File: config.mk
export PLATFORM = sky130hd
export DESIGN_NAME = mul_seq_xnyn
export DESIGN_NICKNAME = d
export VERILOG_FILES = /design/src/rtl/mul_seq_xnyn_pkg.sv /design/src/rtl/mul_seq_xnyn_twos_neg.sv /design/src/rtl/mul_seq_xnyn.sv
export SDC_FILE = /design/constraint.sdc
export NUM_CORES = 1
export LEC_CHECK = 0
export ABC_AREA = 1
export BUFFER_PORTS_ARGS = -buffer_cell sky130_fd_sc_hd__buf_4
export CORE_MARGIN = 5
export CORE_UTILIZATION = 27
export CTS_BUF_LIST = sky130_fd_sc_hd__clkbuf_16
export DETAILED_ROUTE_END_ITERATION = 7
export PLACE_DENSITY_LB_ADDON = 0.25
export SETUP_SLACK_MARGIN = 0.3
export SLEW_MARGIN = 20
export SYNTH_ARGS = -nofsm -noshare
export SYNTH_HDL_FRONTEND = slang
export SYNTH_SLANG_ARGS = --single-unit
File: constraint.sdc
create_clock -name clk -period 1.6 [get_ports clk]
set_input_delay 0.24 -clock clk [delete_from_list [all_inputs] [get_ports clk]]
set_output_delay 0.24 -clock clk [all_outputs]
set_load 0.02 [all_outputs]
File: src/rtl/mul_seq_xnyn_pkg.sv
`timescale 1ns/1ps
`default_nettype none
// ============================================================================
// Module      : mul_seq_xnyn_pkg
// Description : Shared definitions for the sequential shift-add multiplier.
//               Holds the FSM state encoding (IDLE=0, RUN=1, FIX=2, DONE=3),
//               the ready-level constant and the default operand widths.
//               It also holds a small helper that decodes "can accept" from a
//               state value.
// Ports       : none (package)
// Revision    : 1.0 - initial release
// ============================================================================
package mul_seq_xnyn_pkg;

  // Default operand widths (match the 3x3 combinational predecessor)
  localparam int DEF_X_WIDTH = 3;
  localparam int DEF_Y_WIDTH = 3;

  // State encoding, kept as plain 2-bit constants for legacy compatibility
  localparam int          ST_WIDTH = 2;
  typedef logic [ST_WIDTH-1:0] state_t;

  localparam logic [1:0]  ST_IDLE  = 2'd0;
  localparam logic [1:0]  ST_RUN   = 2'd1;
  localparam logic [1:0]  ST_FIX   = 2'd2;
  localparam logic [1:0]  ST_DONE  = 2'd3;

  // Level driven on rdy when the block can take a new request
  localparam logic        READY_TRUE = 1'b1;

  // A request can only be taken while idle or while holding a result
  function automatic logic is_ready_state(input state_t st);
    return ((st == ST_IDLE) || (st == ST_DONE)) ? READY_TRUE : ~READY_TRUE;
  endfunction

endpackage
`default_nettype wire

File: src/rtl/mul_seq_xnyn_twos_neg.sv
`timescale 1ns/1ps
`default_nettype none
// ============================================================================
// Module      : twos_neg
// Description : Parametrised conditional two's-complement negator.
//               dout = en ? (~din + 1) : din
// Ports       : en   in  1      negate when high
//               din  in  WIDTH  value to pass or negate
//               dout out WIDTH  result (pure combinational)
// Revision    : 1.0 - initial release
// ============================================================================
module twos_neg #(
  parameter int WIDTH = 3
) (
  input  logic             en,
  input  logic [WIDTH-1:0] din,
  output logic [WIDTH-1:0] dout
);

  assign dout = en ? (~din + WIDTH'(1)) : din;

endmodule
`default_nettype wire

File: src/rtl/mul_seq_xnyn.sv
`timescale 1ns/1ps
`default_nettype none
// ============================================================================
// Module      : mul_seq_xnyn
// Description : Sequential shift-add multiplier, one partial product per
//               clock, with an optional per-operation two's-complement mode.
//               Operands are converted to magnitudes on accept, so the core
//               loop is a plain unsigned shift-add. The sign is applied once
//               in the FIX state. Latency is Y_WIDTH+1 clocks from accept to
//               vld.
// Ports       : clk    in  1        rising-edge clock
//               rst_n  in  1        asynchronous active-low reset
//               start  in  1        request, taken on an edge while rdy=1
//               sgn    in  1        1 = operands are two's complement
//               x      in  X_WIDTH  multiplicand
//               y      in  Y_WIDTH  multiplier
//               rdy    out 1        block can accept start (IDLE or DONE)
//               vld    out 1        p/s hold a completed result
//               p      out P_WIDTH  product
//               s      out 1        result sign (0 in unsigned mode)
// Revision    : 1.0 - initial release
// ============================================================================
module mul_seq_xnyn
  import mul_seq_xnyn_pkg::*;
#(
  parameter int X_WIDTH = DEF_X_WIDTH,
  parameter int Y_WIDTH = DEF_Y_WIDTH
) (
  input  logic                       clk,
  input  logic                       rst_n,
  input  logic                       start,
  input  logic                       sgn,
  input  logic [X_WIDTH-1:0]         x,
  input  logic [Y_WIDTH-1:0]         y,
  output logic                       rdy,
  output logic                       vld,
  output logic [X_WIDTH+Y_WIDTH-1:0] p,
  output logic                       s
);

  localparam int P_WIDTH   = X_WIDTH + Y_WIDTH;
  localparam int CNT_WIDTH = $clog2(Y_WIDTH + 1);

  // --------------------------------------------------------------------------
  // State and datapath registers
  // --------------------------------------------------------------------------
  state_t               state;
  logic [P_WIDTH:0]     acc;      // one extra bit catches the add carry
  logic [CNT_WIDTH-1:0] count;
  logic [X_WIDTH-1:0]   xm;       // multiplicand magnitude
  logic [Y_WIDTH-1:0]   ym;       // multiplier magnitude, shifted right per step
  logic                 sgn_q;
  logic                 s_q;
  logic                 vld_q;
  logic [P_WIDTH-1:0]   p_q;

  // --------------------------------------------------------------------------
  // Combinational helpers
  // --------------------------------------------------------------------------
  logic [X_WIDTH-1:0]   x_mag;
  logic [Y_WIDTH-1:0]   y_mag;
  logic [P_WIDTH-1:0]   p_fix;
  logic [X_WIDTH-1:0]   addend;
  logic [X_WIDTH:0]     upper_sum;
  logic [P_WIDTH:0]     acc_next;
  logic                 accept;
  logic                 last_iter;

  // The most negative operand negates to itself, which read as unsigned is
  // exactly its magnitude, so X_WIDTH/Y_WIDTH bits are always enough.
  twos_neg #(.WIDTH(X_WIDTH)) u_neg_x (
    .en   (sgn & x[X_WIDTH-1]),
    .din  (x),
    .dout (x_mag)
  );

  twos_neg #(.WIDTH(Y_WIDTH)) u_neg_y (
    .en   (sgn & y[Y_WIDTH-1]),
    .din  (y),
    .dout (y_mag)
  );

  // Restore the sign of the magnitude product in the FIX state
  twos_neg #(.WIDTH(P_WIDTH)) u_neg_p (
    .en   (sgn_q & s_q),
    .din  (acc[P_WIDTH-1:0]),
    .dout (p_fix)
  );

  assign accept    = start & (is_ready_state(state) == READY_TRUE);
  assign last_iter = (count == CNT_WIDTH'(Y_WIDTH - 1));

  // Add into the upper X_WIDTH+1 bits (the top one holds the carry), then
  // shift the whole accumulator right so the carry lands in the product MSB.
  assign addend    = ym[0] ? xm : '0;
  assign upper_sum = acc[P_WIDTH:Y_WIDTH] + {1'b0, addend};
  assign acc_next  = {1'b0, upper_sum, acc[Y_WIDTH-1:1]};

  // --------------------------------------------------------------------------
  // FSM and datapath
  // --------------------------------------------------------------------------
  always_ff @(posedge clk or negedge rst_n) begin
    if (!rst_n) begin
      state <= ST_IDLE;
      acc   <= '0;
      count <= '0;
      xm    <= '0;
      ym    <= '0;
      sgn_q <= 1'b0;
      s_q   <= 1'b0;
      vld_q <= 1'b0;
      p_q   <= '0;
    end else begin
      case (state)
        ST_IDLE, ST_DONE: begin
          if (accept) begin
            sgn_q <= sgn;
            s_q   <= sgn & (x[X_WIDTH-1] ^ y[Y_WIDTH-1]);
            xm    <= x_mag;
            ym    <= y_mag;
            acc   <= '0;
            count <= '0;
            vld_q <= 1'b0;
            state <= ST_RUN;
          end
        end

        ST_RUN: begin
          acc   <= acc_next;
          ym    <= ym >> 1;
          count <= count + CNT_WIDTH'(1);
          if (last_iter) begin
            state <= ST_FIX;
          end
        end

        ST_FIX: begin
          p_q   <= p_fix;
          vld_q <= 1'b1;
          state <= ST_DONE;
        end

        default: begin
          state <= ST_IDLE;
        end
      endcase
    end
  end

  // All outputs come straight from registers (rdy is a decode of state only)
  assign rdy = is_ready_state(state);
  assign vld = vld_q;
  assign p   = p_q;
  assign s   = s_q;

endmodule
`default_nettype wire

==> impl_results.md <==
- Routed met1 length: around 1400 um
- Most common cell in the netlist: nand2_1
- Initial antenna violation count: 0
- Sink Count: 25
- Setup_tns: 0 ns
- Final Cell Area: ~1800 um2
- Crit path required time: ~1.7 ns
- Starting Density: 27.74%
- Worst setup SP type: flip-flop
- Io pins: 19
- Slew HR: 78.92%
- Number of synthesized flops with an enable pin: 0
- Worst-skew pair later-pin latency: about 0.26 ns
- Status: finished, final reports clean
- Power Density: 2022 nW/um2
- Starting DRT DRC Count: 36
- Largest net degree at the start of global routing: 26
- Slew @ Worst Pin: between 0.3 and 0.4 ns
- Gate Count Post-Synth: roughly 160
- Core area: 4723 um2
- Reg-to-Reg Start: state[1]
- Root Buffer: clkbuf_16
- Part of the cycle the worst path needs: between 80 and 90%
- Leak: about 0.00093 uW
- DIE HEIGHT: 79.66 um
- Global Route Usage Sum: approximately 9%
- Mapped Area: roughly 1300 um2
- Flop-to-flop setup slack: around 0.22 ns
- Placement Cell Area: 1553 um2
- Sequential area share after synthesis: 47.76%
- CP Capture Type: flip-flop
- Class of the worst hold path: primary input to flip-flop
- Maximum VDD drop: ~1100 uV
- DP Wirelength: 2012 um
- Vias: 1,055
- Max Root-Sink Buffers: 2
- Clk pin slew, worst setup/hold paths: 0.06 ns
- # diodes: 0
- Synth unique cells: 21
- Setup-failing EPs final: 0
- Routability cong.: 0.7850
- Hold path startpoint: sgn
- FF-to-FF End: acc[4]
- Mean routed wirelength per cell: 10.55 um
- Hold depth: 3
- Nets: 210
- Final hold viol count: 0
- Critical path peak fanout: 7
- Synth top cells by count: 48 x nand2_1, 25 x dfrtp_1, 23 x inv_1, 15 x o21ai_0, 10 x ha_1
- Yosys Warn Count: 0
- Critical path class: flip-flop to flip-flop
- Die X: ~80 um
- Final WL: 2691 um
- Htree depth: 1
- Post-synthesis to final-layout area growth: 38.20%
- Drt pass-1 iters: 4
- Avg Synthesized Cell Area: around 8.4 um2
- TritonCTS buffer count: 3
- Row cnt: 25
- CP arrival: 1.52 ns
- Share of post-route cells with drive strength above 1: 30.85%
- Post-synth net total: ~180
- Antenna-violating nets left: 0
- Ys flop type: dfrtp_1
- First-pass GRT wire length: 4588 um
- GRT Residual Overflow: 0
- Fmax: approximately 730 MHz
- DRC: 0
- RSZ-0062 raised after global routing: true
- Total of max-cap violations: 0
- Synth top area share: 47.76%
- Largest cells by area after synthesis: dfrtp_1 48%, nand2_1 14%, ha_1 9.6%
- Met2 wire length: 1176 um
- Die Footprint: 6345 um2
- Total power: 3661 uW
- Fin crit period: 1.378 ns
- Hold Path Sink: sgn_q
- Final slew viol count: 0
- Yosys reg bits: 25
- Highest metal used: met4
- Area leader, netlist: dfrtp_1
- CTS tree: built
- Async set-reset flop share out of synthesis: 100.0%
- Met3 wire length: 137 um
- R2r worst-path depth: 5
- Post-DR vias/cell: between 4 and 5
- PortBufs: 18
- Fin Clk Skew: 0.002833 ns
- Number of global-route vias before repair: 1,045
what timing repair did:
action                                  in CTS  in global routing
hold endpoints to repair                    25                  0
gates resized for setup                     15                 20
gates cloned                                 0                  1
hold buffers                                 1                  0
endpoints found under the setup margin      19                 17
setup buffers                                4                  3
pin swaps                                    6                  7
where the power goes:
part / switching (uW) / leakage (uW) / internal [uW]
Sequential: 163 / 0.000322 / 899
Combinational: 1120 / 0.000565 / 939
Clock: 211 / 0.0000423 / 334
Total: 1490 / 0.000929 / 2170
stage by stage:
step,hold slack (ns),std cells,setup WS [ns],utilization [%]
3_5_place_dp,0.1654,242,0.1869,32.87
6_report,0.2343,255,0.2215,38.33
4_1_cts,0.2391,251,0.1873,36.61
5_1_grt,0.2451,255,0.1776,38.33
3_3_place_gp,0.1640,242,0.1924,32.87
2_1_floorplan,-0.05559,156,0.2812,-
registers in the layout, indices dropped and copies added, names as in the netlist:
signal	cells
s	1
acc	6
vld	1
count	2
sgn_q	1
ym	3
p	6
state	2
xm	3
layout by cell type, fill, tap and decap left out:
master and count:
nand2_1 43, dfrtp_1 25, buf_4 24, inv_1 20
nand3_1 8, o21ai_0 7, o21ai_1 6, ha_1 6
inv_2 5, o21ai_2 5, nor2_1 5, nand2_2 4
buf_6 4, ha_4 3, clkbuf_16 3, o22ai_2 2
a21oi_2 2, a21oi_1 2, nand2_4 1, o21ai_4 1
xor2_1 1, o21a_1 1, a31oi_1 1, o211ai_1 1
xnor2_1 1, a22o_1 1, xnor2_2 1, o22ai_1 1
fa_2 1, ha_2 1, buf_2 1, dlygate4sd3_1 1
critical path: stages (launching register included):
cell and delay (ns):
dfrtp_1 0.42, ha_4 0.27, buf_6 0.12, o21ai_4 0.20, buf_6 0.17, o22ai_1 0.08
area by class of cell:
class                           count  area, um2
Fill cell                         490       2913
Multi-Input combinational cell    105      691.9
Sequential cell                    25      625.6
Timing Repair Buffer               30      240.2
Inverter                           24      90.09
Tap cell                           67      83.83
Clock buffer                        3      75.07
Clock inverter                      1      3.754
per-layer routing:
layer  vias up  track usage, %
met1       466           11.69
li1        564               -
met4         0           2.577
met3         2           2.822
met2        23           14.94
met5         -               0
worst max path at each step:
stage / from / endpoint / slack (ns) / depth (start not counted)
2_1_floorplan: ym[0] / acc[3] / 0.28 / 6
3_3_place_gp: ym[0] / acc[3] / 0.19 / 6
3_5_place_dp: ym[0] / acc[3] / 0.19 / 6
4_1_cts: ym[0] / acc[3] / 0.19 / 6
5_1_grt: ym[0] / acc[3] / 0.18 / 6
6_report: state[1] / acc[4] / 0.22 / 5
logic make-up after synthesis:
kind of cell             count (synthesis)  synth area share [%]
AO/OA/AOI/OAI                           30                 12.80
XOR/XNOR                                 3                 2.006
adder cells (fa/ha/maj)                 11                 11.08
buffers and inverters                   26                 8.118
flip-flops                              25                 47.76
AND/OR/NAND/NOR                         61                 18.24
(Power assumes the default switching activity.)
